<file path="src/rtl/sort_if.sv">
// Data bundle for the five-word sorter: five unsorted words in, five sorted words out.
// The master drives the inputs and observes the outputs; the sorter is the slave.
interface sort_if #(
    parameter int WIDTH = 16
);
    logic [WIDTH-1:0] in1;
    logic [WIDTH-1:0] in2;
    logic [WIDTH-1:0] in3;
    logic [WIDTH-1:0] in4;
    logic [WIDTH-1:0] in5;
    logic [WIDTH-1:0] out1;
    logic [WIDTH-1:0] out2;
    logic [WIDTH-1:0] out3;
    logic [WIDTH-1:0] out4;
    logic [WIDTH-1:0] out5;

    modport master (
        output in1, in2, in3, in4, in5,
        input  out1, out2, out3, out4, out5
    );

    modport slave (
        input  in1, in2, in3, in4, in5,
        output out1, out2, out3, out4, out5
    );
endinterface

</file>
<file path="src/rtl/sort.sv">
// Fully pipelined five-word unsigned sorter: input register, odd-even transposition
// network, output register. One set per cycle, results two edges after capture.
module sort #(
    parameter int WIDTH = 16
) (
    input logic   clk,
    input logic   rst,
    sort_if.slave bus
);
    logic [WIDTH-1:0] r   [5];
    logic [WIDTH-1:0] net [5];
    logic [WIDTH-1:0] q   [5];

    // Five alternating passes of compare-exchange; min lands on the lower index.
    always_comb begin
        // NOTE: assign the whole result first so no path through the loop leaves it unassigned (no latch).
        net = r;
        for (int p = 0; p < 5; p++) begin
            for (int i = p % 2; i < 4; i += 2) begin
                if (net[i] > net[i+1]) begin
                    {net[i], net[i+1]} = {net[i+1], net[i]};
                end
            end
        end
    end

    always_ff @(posedge clk or posedge rst) begin
        if (rst) begin
            // NOTE: these few pipeline registers are reset so the outputs read a defined 0; bulk storage arrays would not be.
            for (int i = 0; i < 5; i++) begin
                r[i] <= '0;
                q[i] <= '0;
            end
        end else begin
            // NOTE: non-blocking assignments so every register samples pre-edge values.
            r[0] <= bus.in1;
            r[1] <= bus.in2;
            r[2] <= bus.in3;
            r[3] <= bus.in4;
            r[4] <= bus.in5;
            q    <= net;
        end
    end

    assign bus.out1 = q[0];
    assign bus.out2 = q[1];
    assign bus.out3 = q[2];
    assign bus.out4 = q[3];
    assign bus.out5 = q[4];
endmodule

</file>
<file path="src/flat_wrapper.sv">
// flat-port wrapper written by rule: the top's interface ports become plain ports
module sort_flat 
#(
    parameter int WIDTH = 16
)
  (clk, rst, bus_in1, bus_in2, bus_in3, bus_in4, bus_in5, bus_out1, bus_out2, bus_out3, bus_out4, bus_out5);
  sort_if #(.WIDTH(WIDTH)) bus_i ();
  input logic clk;
  input logic rst;
  input wire logic [$bits(bus_i.in1)-1:0] bus_in1;
  input wire logic [$bits(bus_i.in2)-1:0] bus_in2;
  input wire logic [$bits(bus_i.in3)-1:0] bus_in3;
  input wire logic [$bits(bus_i.in4)-1:0] bus_in4;
  input wire logic [$bits(bus_i.in5)-1:0] bus_in5;
  output wire logic [$bits(bus_i.out1)-1:0] bus_out1;
  output wire logic [$bits(bus_i.out2)-1:0] bus_out2;
  output wire logic [$bits(bus_i.out3)-1:0] bus_out3;
  output wire logic [$bits(bus_i.out4)-1:0] bus_out4;
  output wire logic [$bits(bus_i.out5)-1:0] bus_out5;
  assign bus_i.in1 = bus_in1;
  assign bus_i.in2 = bus_in2;
  assign bus_i.in3 = bus_in3;
  assign bus_i.in4 = bus_in4;
  assign bus_i.in5 = bus_in5;
  assign bus_out1 = bus_i.out1;
  assign bus_out2 = bus_i.out2;
  assign bus_out3 = bus_i.out3;
  assign bus_out4 = bus_i.out4;
  assign bus_out5 = bus_i.out5;
  sort #(.WIDTH(WIDTH)) u_core (.clk(clk), .rst(rst), .bus(bus_i));
endmodule
</file>
<file path="config.mk">
export PLATFORM = sky130hd
export DESIGN_NAME = sort_flat
export DESIGN_NICKNAME = d
export VERILOG_FILES = /design/src/rtl/sort_if.sv /design/src/rtl/sort.sv /design/src/flat_wrapper.sv
export SDC_FILE = /design/constraint.sdc
export NUM_CORES = 1
export LEC_CHECK = 0
export BUFFER_PORTS_ARGS = -buffer_cell sky130_fd_sc_hd__buf_2
export CAP_MARGIN = 40
export CORE_ASPECT_RATIO = 2
export CORE_MARGIN = 2
export CORE_UTILIZATION = 55
export CTS_BUF_LIST = sky130_fd_sc_hd__clkbuf_8
export DETAILED_ROUTE_END_ITERATION = 7
export GPL_TIMING_DRIVEN = 1
export MAX_ROUTING_LAYER = met4
export PLACE_DENSITY = 0.82
export SLEW_MARGIN = 20
export SYNTH_ARGS = -nofsm -noshare
export SYNTH_HDL_FRONTEND = slang
export SYNTH_SLANG_ARGS = --single-unit
</file>
<file path="constraint.sdc">
create_clock -name clk -period 16.4 [get_ports clk]
set_input_delay 0 -clock clk [delete_from_list [all_inputs] [get_ports clk]]
set_output_delay 0 -clock clk [all_outputs]
set_load 0.02 [all_outputs]
</file>
==> key figures <==
Yosys
  • Area share of fa/ha/maj cells after synthesis: 0.159
  • Synth warnings: 0
  • #FFs+latches synth: 160
  • Compound-Gate Fraction of Synth Area: 0.190
  • Synth top area share: 0.328
  • Synth unique cells: 69
  • Mapped Cells: ~1,400
  • Simple-gate share of the synthesized area: 0.167
  • Area leader, netlist: dfrtp_1
  • Synth async-reset ratio: 1.00
  • Top FF cell, synth: dfrtp_1
  • Mux cell area share after synthesis: 0.0892
  • Post-Synthesis Cell Area: about 0.012 sq mm
  • Largest family of logic cells by synthesized area: compound AO/OA/AOI/OAI gates
  • Post-synth EDFFs: 0
  • Synth Net Count: about 1,600
  • Synth top area cells: dfrtp_1 33%, ha_1 16%, mux2i_1 5.7%
  • XOR/XNOR Fraction of Synth Area: 0.00349
  • Syn_area_per_cell: around 8.7 sq um
  • Seq/Total Area, Yosys: 0.328

Worst setup path
  • Reg2reg end: u_core.bus.out3[5]$_DFF_PP0_
  • Startpoint type of the worst setup path: register
  • CP Max Fanout: a little under 50
  • Worst Reg2Reg Path Length in Cells: between 60 and 70
  • Crit path launch: u_core.r[31]$_DFF_PP0_
  • Arrival @ worst endpoint: roughly 15 ns
  • Register-to-Register Setup Slack: between 1.5 and 2 ns
  • Setup Crit Path Kind: register to register
  • Largest stage delay on the critical path: ~0.65 ns
  • Required time of the critical path: about 17 ns
  • CP Capture Type: register
  • Critical path's slowest cell: o21ai_2
  • Critical Path End: u_core.bus.out3[5]$_DFF_PP0_
  • Worst r2r src: u_core.r[31]$_DFF_PP0_

Die
  • Site Rows: 77
  • Initial Util: 0.555
  • Die Y: 215 um
  • Io pins: roughly 160
  • Core area: about 0.022 sq mm
  • Die area: ~0.023 sq mm
  • Die W: 109 um

Clock network
  • CTS Buf Count: 17
  • CTS sink cnt: 160
  • Clk_lat worst skew: around 0.51 ns
  • Postcts setup bufs: 0
  • Clock buffer depth: 2
  • CTS tree: done
  • CTS Root Cell: clkbuf_8
  • # resized after CTS: 0
  • H-Tree Level Count: 4
  • Clock transition at path regs: ~0.090 ns

Cells and area
  • Filler cells: 1,830
  • Final core occ: 0.661
  • Nets: 1,858
  • Synth-to-layout area growth: 19.0%
  • Share of post-route cells with drive strength above 1: 0.168

Place
  • Port buffer count: 161
  • GPL Wtd Cong: 1.02
  • HPWL after DPL: 29.9 mm

Timing
  • Slew margin rel.: 0.413
  • Unrepaired setup endpoints after global routing: false
  • Fin Setup TNS: 0 ns
  • Fin. max-slew vios: 0
  • WHS: around 0.12 ns
  • Period Utilization, post-route: 0.887
  • Final min period: around 15 ns
  • Final hold violations: 0
  • Worst-margin pin slew: 0.871 ns
  • Max Clk Rate: around 0.07 GHz
  • # setup viols final: 0
  • Clk_skew: 0.0131 ns

GRT
  • Largest net degree at the start of global routing: between 90 and 100
  • First-pass GRT wire length: 61.1 mm
  • Number of global-route vias before repair: 11,551
  • GRT overflow: 0
  • GRT Total Usage: 0.362
  • Initial antenna violation count: 0

Hold path
  • Worst hold path class: input port to register

Drt
  • First DRT Iteration DRCs: 773
  • First drt pass iteration count: 7
  • ANT nets after route: 0
  • Average wire per standard cell: 20.7 um
  • DRT Wirelength: roughly 40 mm
  • Via/cell ratio: about 6
  • DRC: 0
  • Vias post-DR: ~12,000

Outcome
  • Status: finished, final reports clean

Run
  • Max Cap Viol: 0
## per-stage QoR
stage                     cell area (sq um)  setup slack (ns)  std cells
after floorplan                       12200              4.25       1410
after global placement                13200              2.29       1791
after detailed placement              13200              2.30       1796
after CTS                             14500              2.22       1908
after global routing                  14500             0.867       1911
final                                 14500              1.85       1912
## routing by layer
metal	track usage	vias up	part of all wire
met4	0.316	0	0.11
li1	-	5410	-
met5	-	-	0
met3	0.0608	231	0.048
met2	0.612	503	0.52
met1	0.340	5361	0.32
## cells in the final DEF (no fill, tap or decap), types with 27 or more instances in the layout
master         Yosys  routed
buf_2             14     164
dfrtp_1          160     160
ha_1             153     153
nand2_1          145     145
inv_1            125     125
o21ai_0          126     124
nor2_1            97      97
a21oi_1           86      86
dlygate4sd3_1      0      82
mux2i_1           70      70
nand3_1           33      33
mux2_2            30      30
nand4_1           29      29
nor3_1            29      29
nor2b_1           27      27
a21o_1            27      27
## final cells by class
cell class / instances / area, sq um / area share
timing repair buffer: 260 / 1790 / 0.123
clock buffer: 19 / 262 / 0.0180
antenna: 1 / 2.50 / 0.000172
sequential: 160 / 4000 / 0.276
inverter: 125 / 474 / 0.0327
tap: 276 / 345 / 0.0238
multi-input combinational: 1059 / 7460 / 0.514
clock inverter: 12 / 181 / 0.0125
## flip-flops by register name (all words and copies together), names as in the netlist
register and cells:
u_core.bus.out4 16, u_core.bus.out1 16, u_core.bus.out5 16, u_core.bus.out3 16, u_core.bus.out2 16, u_core.r 80
## logic make-up after synthesis
group,count (synthesis)
muxes,103
buffers and inverters,191
adders and majority gates,155
DFF,160
and+or+nand+nor,429
AOI/OAI and AO/OA,368
xor gates and xnor gates,4
## cells in the mapped netlist, types with 3 or more instances
master      n
dfrtp_1   160
ha_1      153
nand2_1   145
o21ai_0   126
inv_1     125
nor2_1     97
a21oi_1    86
mux2i_1    70
clkbuf_1   33
nand3_1    33
mux2_2     30
nand4_1    29
nor3_1     29
a21o_1     27
nor2b_1    27
a31o_1     21
and2_1     18
o21a_1     17
a31oi_1    15
nand2b_1   15
buf_2      14
o31ai_1    13
o21ai_1    12
buf_1      11
or2_2       9
nor4_1      7
o22ai_1     7
o311a_1     6
a31o_2      4
and3_1      4
and4_1      4
buf_4       4
buf_6       4
or2_1       4
a21oi_2     3
o31a_1      3
## how the worst min path moves through the flow
stage,start,endpoint,depth (start not counted)
6_report,bus_in2[11],u_core.r[59]$_DFF_PP0_,2
4_1_cts,bus_in5[13],u_core.r[13]$_DFF_PP0_,2
2_1_floorplan,bus_in5[0],u_core.r[0]$_DFF_PP0_,0
3_5_place_dp,bus_in5[6],u_core.r[6]$_DFF_PP0_,1
3_3_place_gp,bus_in4[15],u_core.r[31]$_DFF_PP0_,1
5_1_grt,bus_in2[11],u_core.r[59]$_DFF_PP0_,2
## critical path, delay by kind of cell, from the launching register on
family	cells	cell delay, ns
flip-flops	1	0.40
multiplexers	2	1.06
adder cells (fa/ha/maj)	5	1.65
buffers and inverters	6	1.06
AO/OA/AOI/OAI	35	7.77
AND/OR/NAND/NOR	17	2.46
## what timing repair did
item,CTS,global route
hold endpoints to repair,175,12
hold buffers,81,1
setup endpoints to repair,0,0
Power is left out: the tool's default activity adds up to more than one toggle a clock period on the data nets, which glitch-free logic cannot reach.
